--- src/rtl/interrupt_controller_if.sv ---
// Signal bundle between the interrupt controller, its peripheral sources and the core.
// The master modport is the controller's view; the slave modport is the environment's view.
interface interrupt_controller_if #(
  parameter int N = 16
);
  logic [N-1:0] int_req_i;
  logic [N-1:0] mie_i;
  logic         int_rst_i;
  logic         int_o;
  logic [31:0]  mcause_o;
  logic [N-1:0] int_fin_o;

  modport master (
    input  int_req_i,
    input  mie_i,
    input  int_rst_i,
    output int_o,
    output mcause_o,
    output int_fin_o
  );

  modport slave (
    output int_req_i,
    output mie_i,
    output int_rst_i,
    input  int_o,
    input  mcause_o,
    input  int_fin_o
  );
endinterface

--- src/rtl/interrupt_controller.sv ---
// Fixed-priority (index 0 highest) interrupt controller: one interrupt in service at a time,
// one-cycle pulse to the core, one-cycle one-hot acknowledge back to the serviced source.
module interrupt_controller #(
  parameter int N = 16
) (
  input  logic                    clk,
  input  logic                    rst,
  interrupt_controller_if.master  bus
);
  localparam int IW = (N > 1) ? $clog2(N) : 1;

  typedef enum logic [1:0] {
    IDLE = 2'd0,
    BUSY = 2'd1,
    FIN  = 2'd2
  } state_e;

  state_e         state_q, state_d;
  logic [IW-1:0]  idx_q, idx_d;
  logic           int_q, int_d;
  logic [31:0]    mcause_q, mcause_d;
  logic [N-1:0]   fin_q, fin_d;

  logic [N-1:0]   pend_s;
  logic [IW-1:0]  win_s;
  logic           any_s;

  // Lowest set index of the enabled requests wins; scanning downward lets it overwrite last.
  always_comb begin
    pend_s = bus.int_req_i & bus.mie_i;
    win_s  = {IW{1'b0}};
    any_s  = 1'b0;
    for (int i = N - 1; i >= 0; i--) begin
      if (pend_s[i]) begin
        win_s = IW'(i);
        any_s = 1'b1;
      end else begin
        any_s = any_s;
      end
    end
  end

  // Next-state and next-output logic; mcause and idx are held unless a new service starts.
  always_comb begin
    state_d  = state_q;
    idx_d    = idx_q;
    int_d    = 1'b0;
    mcause_d = mcause_q;
    fin_d    = {N{1'b0}};
    case (state_q)
      IDLE: begin
        if (any_s) begin
          idx_d    = win_s;
          int_d    = 1'b1;
          mcause_d = 32'h8000_0010 + {{(32 - IW){1'b0}}, win_s};
          state_d  = BUSY;
        end else begin
          state_d  = IDLE;
        end
      end
      BUSY: begin
        if (bus.int_rst_i) begin
          fin_d[idx_q] = 1'b1;
          state_d      = FIN;
        end else begin
          state_d      = BUSY;
        end
      end
      FIN: begin
        state_d = IDLE;
      end
      default: begin
        state_d = IDLE;
      end
    endcase
  end

  // State and registered outputs; reset abandons any service without an acknowledge.
  always_ff @(posedge clk) begin
    if (rst) begin
      state_q  <= IDLE;
      idx_q    <= {IW{1'b0}};
      int_q    <= 1'b0;
      mcause_q <= 32'h0000_0000;
      fin_q    <= {N{1'b0}};
    end else begin
      state_q  <= state_d;
      idx_q    <= idx_d;
      int_q    <= int_d;
      mcause_q <= mcause_d;
      fin_q    <= fin_d;
    end
  end

  assign bus.int_o     = int_q;
  assign bus.mcause_o  = mcause_q;
  assign bus.int_fin_o = fin_q;
endmodule

--- src/flat_wrapper.sv ---
// flat-port wrapper written by rule: the top's interface ports become plain ports
module interrupt_controller_flat 
#(
  parameter int N = 16
)
  (clk, rst, bus_int_req_i, bus_mie_i, bus_int_rst_i, bus_int_o, bus_mcause_o, bus_int_fin_o);
  interrupt_controller_if #(.N(N)) bus_i ();
  input  logic clk;
  input  logic rst;
  input wire logic [$bits(bus_i.int_req_i)-1:0] bus_int_req_i;
  input wire logic [$bits(bus_i.mie_i)-1:0] bus_mie_i;
  input wire logic [$bits(bus_i.int_rst_i)-1:0] bus_int_rst_i;
  output wire logic [$bits(bus_i.int_o)-1:0] bus_int_o;
  output wire logic [$bits(bus_i.mcause_o)-1:0] bus_mcause_o;
  output wire logic [$bits(bus_i.int_fin_o)-1:0] bus_int_fin_o;
  assign bus_i.int_req_i = bus_int_req_i;
  assign bus_i.mie_i = bus_mie_i;
  assign bus_i.int_rst_i = bus_int_rst_i;
  assign bus_int_o = bus_i.int_o;
  assign bus_mcause_o = bus_i.mcause_o;
  assign bus_int_fin_o = bus_i.int_fin_o;
  interrupt_controller #(.N(N)) u_core (.clk(clk), .rst(rst), .bus(bus_i));
endmodule
--- config.mk ---
export PLATFORM = sky130hd
export DESIGN_NAME = interrupt_controller_flat
export DESIGN_NICKNAME = d
export VERILOG_FILES = /design/src/rtl/interrupt_controller_if.sv /design/src/rtl/interrupt_controller.sv /design/src/flat_wrapper.sv
export SDC_FILE = /design/constraint.sdc
export NUM_CORES = 1
export LEC_CHECK = 0
export CAP_MARGIN = 10
export CORE_ASPECT_RATIO = 0.75
export CORE_MARGIN = 8
export CORE_UTILIZATION = 35
export DETAILED_ROUTE_END_ITERATION = 10
export GPL_TIMING_DRIVEN = 0
export PLACE_DENSITY = 0.81
export SKIP_LAST_GASP = 1
export SYNTH_ARGS = -nofsm -noshare
export SYNTH_HDL_FRONTEND = slang
export SYNTH_SLANG_ARGS = --single-unit
--- constraint.sdc ---
create_clock -name clk -period 1.73 [get_ports clk]
set_input_delay 0.2595 -clock clk [delete_from_list [all_inputs] [get_ports clk]]
set_output_delay 0.2595 -clock clk [all_outputs]
set_load 0.1 [all_outputs]
## After elaboration in Yosys (flattened, before gate mapping)

Cells that the tools add are included.

- Bits in registers: 55
- Input port bits: 35

- Bitwise gates (word level): 4
- Reductions and logical operators: 5
- Muxes and demuxes: 38
- Add/subtract/negate cells: 1
- Equality and inequality tests: 1
- Magnitude comparators: 2

Operators with widths:

| cell | number |
|---|---|
| two-way mux 4 bit | 16 |
| adder 32 x 4 -> 32 bit (first input constant) | 1 |
| two-way mux 1 bit | 19 |
| AND 16 bit | 1 |
| less-than comparator 4 x 5 -> 1 bit (second input constant) | 1 |
| demux 1 bit (select 4 bit) | 1 |
| greater-or-equal comparator 4 x 1 -> 1 bit (second input constant) | 1 |
| one-hot mux 2 bit (2 select lines) | 1 |
| inverter 1 bit | 3 |
| OR reduction 3 bit | 1 |
| equality test 2 x 1 -> 1 bit (second input constant) | 1 |
| logical NOT 2 bit | 1 |
| two-way mux 2 bit | 1 |
| AND reduction 2 bit | 1 |
| OR reduction 2 bit | 1 |
| logical AND 1 bit | 1 |

## Depth between registers and ports, before layout

- Word-level depth: 19
- Mapped depth: 5
- Mapped depth without buffers: 5

## Worst setup path after synthesis

OpenSTA, ideal clock, no wires.

- Path type: reg2out
- From: register u_core.bus.mcause_o[4] (netlist name)
- To: output bus_mcause_o[31]
- Data arrival time: 1373 ps
- Setup slack: 97 ps
- Stages on the path, launching flop included: 2
- Path buffers: 1
- Required time: 1470 ps
- Cells stage by stage: dfxtp_1 > buf_4

RTL lines:

| what | line | RTL |
|---|---|---|
| to (decl) | flat_wrapper.sv:14 | `output wire logic [$bits(bus_i.mcause_o)-1:0] bus_mcause_o;` |

## Worst setup path after layout

- From: register u_core.fin_q[10], in the netlist u_core.bus.int_fin_o[10]
- To: output bus_int_fin_o[10]

RTL lines:

| what | line | RTL |
|---|---|---|
| from (decl) | interrupt_controller.sv:22 | `logic [N-1:0] fin_q, fin_d;` |
| from (signal assigned) | interrupt_controller.sv:85 | `fin_q <= {N{1'b0}};` |
| from (signal assigned) | interrupt_controller.sv:91 | `fin_q <= fin_d;` |
| to (decl) | flat_wrapper.sv:15 | `output wire logic [$bits(bus_i.int_fin_o)-1:0] bus_int_fin_o;` |

No word-level cell between the ends.

==> results.txt <==
----------------------------------------------------
[Outcome]
  Status ... finished, final reports clean

[STA]
  Worst slew pin tran ... 0.9673 ns
  Final-report setup violation count ... 0
  Fin crit period ... 1.686 ns
  Achievable Freq ... 593.1 MHz
  Skew final ... 0.001583 ns
  Final WS setup ... 0.04404 ns
  Final period utilization ... 0.9745
  Slew Viols, Final ... 0
  Setup repair after global routing missed its margin ... false
  Min Hold Slack ... 0.4846 ns
  Final hold viol count ... 0
  Max-slew headroom at the worst pin ... 0.3577
  Final setup TNS ... 0 ns

[Placed design]
  Area after detailed placement ... 0.001936 mm²
  Estimated wirelength of the detail-placed design ... 2.869 mm
  Placer's final routability congestion estimate ... 0.7463
  Setup slack at placement ... -0.1972 ns
  IO buf count ... 57

[Logic synthesis]
  Mux contribution to synthesized area ... 0
  Post-Syn Instances ... 135
  Synthesis Warnings ... 0
  Synthesized-area fraction occupied by and/or/nand/nor cells ... 0.2213
  Synthesized cell area ... 0.001221 mm²
  Adder-cell share of the synthesized area ... 0
  Largest family of logic cells by synthesized area ... simple AND/OR/NAND/NOR gates
  Post-Syn Area per Cell ... 9.046 µm²
  XOR/XNOR share of the synthesized area ... 0
  Post-synthesis cell type count ... 32
  Compound-Gate Fraction of Synth Area ... 0.2100
  Number of flip-flops and latches in the synthesized netlist ... 24
  Sequential fraction of the synthesis area ... 0.3934

[Power]
  P per Cell Area ... 861.9 mW/mm²
  Static Leakage ... 0.9083 nW
  Worst IR drop on VDD ... 0.4260 mV

[Routing]
  Vias after detailed routing ... 1,152
  Detail-routed net length per standard cell ... 12.56 µm
  Vias per cell ... 4.414
  DR pass1 iterations ... 4
  Number of nets with antenna violations after routing ... 0
  Initial DRC Count ... 37
  Post-Route WL ... 3.279 mm
  Drt drc ... 0

[Min path]
  Hold Crit Class ... register to register

[Clocking]
  Clock slew at the register clock pins of the worst setup and hold paths ... 0.08 ns
  CTS root buffer ... sky130_fd_sc_hd__clkbuf_8
  Clock latency reported for the late side of the worst-skew pair ... 0.26 ns
  Buffer levels on the longest clock path ... 2
  H-tree lvl count ... 1
  TritonCTS buffer count ... 3
  TritonCTS clock tree ... done
  Clk sinks ... 24

[Setup path]
  Launching element type of the critical path ... register
  Crit path DAT ... 1.43 ns
  Crit path largest cell delay ... 0.85 ns
  CP Capture Type ... output pin
  Biggest fanout along the worst timing path ... 1
  Data required time of the critical path ... 1.47 ns
  Slowest-stage cell, CP ... sky130_fd_sc_hd__dlygate4sd2_1
  Top Family by Delay on Critical Path ... buffers and inverters
  Category of the critical setup timing path ... register to output pin
  Buffering stage count on the worst path with inverters included ... 1
  Critical-path cell list ... dlygate4sd2_1

[Finish]
  Layout overhead on the synthesized area ... 62.91%
  Post-layout nets ... 257
  Fraction of layout cells with a size suffix above 1 ... 0.2308
  Number of antenna diodes ... 0
  Number of fillers in the final layout ... 303
  Area of all placed cells without fillers ... 0.001989 mm²

[GRT]
  Via count of the first global-routing pass ... 1,157
  Number of antenna violations at the first check in global routing ... 0
  GRT Total Usage ... 0.1147
  Maximum number of pins on one net before global-route repair ... 15
  Global-route wire length before repair ... 5.540 mm
  Remaining Overflow, GRT ... 0

[Floorplanning]
  Vert. Die Dim ... 67.16 µm
  Core outline area ... 0.003311 mm²
  Starting density of the core ... 0.3689
  I/O pin total ... 84
  Core Rows ... 18
  Die Footprint ... 0.005655 mm²
  Die boundary width ... 84.21 µm

[Flow run]
  Number of violations of the max-capacitance limit ... 0

----------------------------------------------------
==> cell type report <==
cell class              count  area (µm²)  area share
plain buffers              27       202.7      0.1019
clock buffers               3       41.29     0.02075
clock inverters             1       30.03     0.01509
inverters                   2       7.507    0.003774
multi-input cells         107       624.3      0.3138
flip-flops and latches     24       480.5      0.2415
well taps                  40       50.05     0.02516
repair buffers             57       553.0      0.2780
==> sequential cells by signal, indices dropped and copies added, names as in the netlist <==
name and count:
u_core.bus.int_fin_o 16, u_core.bus.int_o 1, u_core.bus.mcause_o 2, u_core.idx_q 3, u_core.state_q 2
==> stage by stage <==
stage               utilization  power (mW)  instances
finish                   0.6009       1.715        261
global route             0.6009       1.782        261
CTS                      0.6009       1.720        261
detailed placement       0.5847       1.263        257
global placement         0.5847       1.257        257
floorplan                     -       1.110        160
==> synthesized netlist by cell type <==
cell type / instances / area (µm²)
sky130_fd_sc_hd__o21ai_0: 2 / 10.01
sky130_fd_sc_hd__a32oi_1: 1 / 8.760
sky130_fd_sc_hd__nand2b_1: 2 / 12.51
sky130_fd_sc_hd__nor3_1: 4 / 20.02
sky130_fd_sc_hd__or3_1: 1 / 6.260
sky130_fd_sc_hd__a211oi_1: 2 / 15.01
sky130_fd_sc_hd__o2111ai_1: 1 / 8.760
sky130_fd_sc_hd__a22oi_1: 2 / 15.01
sky130_fd_sc_hd__nand4_4: 1 / 21.27
sky130_fd_sc_hd__a31oi_1: 2 / 12.51
sky130_fd_sc_hd__or3_2: 1 / 7.510
sky130_fd_sc_hd__nor2_1: 16 / 60.06
sky130_fd_sc_hd__or4b_1: 1 / 10.01
sky130_fd_sc_hd__a21oi_1: 5 / 25.02
sky130_fd_sc_hd__o311a_2: 1 / 11.26
sky130_fd_sc_hd__o211a_1: 1 / 10.01
sky130_fd_sc_hd__and2_1: 1 / 6.260
sky130_fd_sc_hd__conb_1: 1 / 3.750
sky130_fd_sc_hd__nand3_1: 4 / 20.02
sky130_fd_sc_hd__nor2_8: 1 / 20.02
sky130_fd_sc_hd__a32o_1: 1 / 10.01
sky130_fd_sc_hd__inv_1: 2 / 7.510
sky130_fd_sc_hd__a22o_2: 1 / 10.01
sky130_fd_sc_hd__nand4_1: 1 / 6.260
sky130_fd_sc_hd__a22oi_2: 7 / 87.58
sky130_fd_sc_hd__nand4_2: 1 / 12.51
sky130_fd_sc_hd__nand2_1: 18 / 67.56
sky130_fd_sc_hd__a22o_1: 1 / 8.760
sky130_fd_sc_hd__dfxtp_1: 24 / 480.5
sky130_fd_sc_hd__o211ai_1: 1 / 7.510
sky130_fd_sc_hd__o21ai_4: 1 / 16.27
sky130_fd_sc_hd__buf_4: 27 / 202.7
==> where the power goes <==
part | switching (mW) | internal (mW) | total, mW
combinational | 0.472 | 0.181 | 0.653
sequential | 0.0227 | 0.569 | 0.592
clock | 0.161 | 0.309 | 0.470
total | 0.656 | 1.06 | 1.71
==> cell usage in the layout (no fill, tap or decap), types with 2 or more instances in the layout <==
| cell | synthesis | final |
|---|---|---|
| sky130_fd_sc_hd__clkdlybuf4s50_1 | 0 | 34 |
| sky130_fd_sc_hd__buf_4 | 27 | 27 |
| sky130_fd_sc_hd__conb_1 | 1 | 26 |
| sky130_fd_sc_hd__dfxtp_1 | 24 | 24 |
| sky130_fd_sc_hd__nand2_1 | 18 | 18 |
| sky130_fd_sc_hd__nor2_1 | 16 | 16 |
| sky130_fd_sc_hd__dlygate4sd2_1 | 0 | 10 |
| sky130_fd_sc_hd__a22oi_2 | 7 | 7 |
| sky130_fd_sc_hd__clkdlybuf4s15_1 | 0 | 7 |
| sky130_fd_sc_hd__a21oi_1 | 5 | 5 |
| sky130_fd_sc_hd__nand3_1 | 4 | 4 |
| sky130_fd_sc_hd__nor3_1 | 4 | 4 |
| sky130_fd_sc_hd__clkdlybuf4s15_2 | 0 | 4 |
| sky130_fd_sc_hd__clkbuf_8 | 0 | 3 |
| sky130_fd_sc_hd__nand2b_1 | 2 | 2 |
| sky130_fd_sc_hd__a22oi_1 | 2 | 2 |
| sky130_fd_sc_hd__a31oi_1 | 2 | 2 |
| sky130_fd_sc_hd__o21ai_0 | 2 | 2 |
| sky130_fd_sc_hd__a211oi_1 | 2 | 2 |
| sky130_fd_sc_hd__inv_1 | 2 | 2 |
| sky130_fd_sc_hd__clkbuf_2 | 0 | 2 |
==> logic make-up after synthesis <==
family | count (synthesis)
and+or+nand+nor | 52
DFF | 24
buffers and inverters | 29
AOI/OAI and AO/OA | 29
other | 1
==> repair_timing <==
action,CTS,global route
setup buffers,0,0
endpoints found under the setup margin,23,9
hold buffers,0,0
resized for setup,32,10
endpoints found under the hold margin,0,0
==> path summary, 6_finish.rpt <==
kind                                                          start                                  end  slack [ns]  cells past startpoint
worst max-delay path            u_core.bus.int_fin_o[10]$_SDFF_PP0_                    bus_int_fin_o[10]        0.04                      1
worst min-delay path            u_core.bus.mcause_o[4]$_SDFFE_PP0P_  u_core.bus.mcause_o[4]$_SDFFE_PP0P_        0.48                      2
worst max register to register         u_core.state_q[0]$_SDFF_PP0_         u_core.idx_q[0]$_SDFFE_PP0P_        0.35                      4
worst min register to register  u_core.bus.mcause_o[4]$_SDFFE_PP0P_  u_core.bus.mcause_o[4]$_SDFFE_PP0P_        0.48                      2
==> per-layer routing <==
layer	up-vias	global-route usage	share of wire
met1	505	0.1429	0.46
met2	48	0.1973	0.47
met4	0	0.01931	0.0064
met3	2	0.03245	0.063
met5	-	0	0
li1	597	-	-
Note: power is estimated with default switching activity, not from simulation.
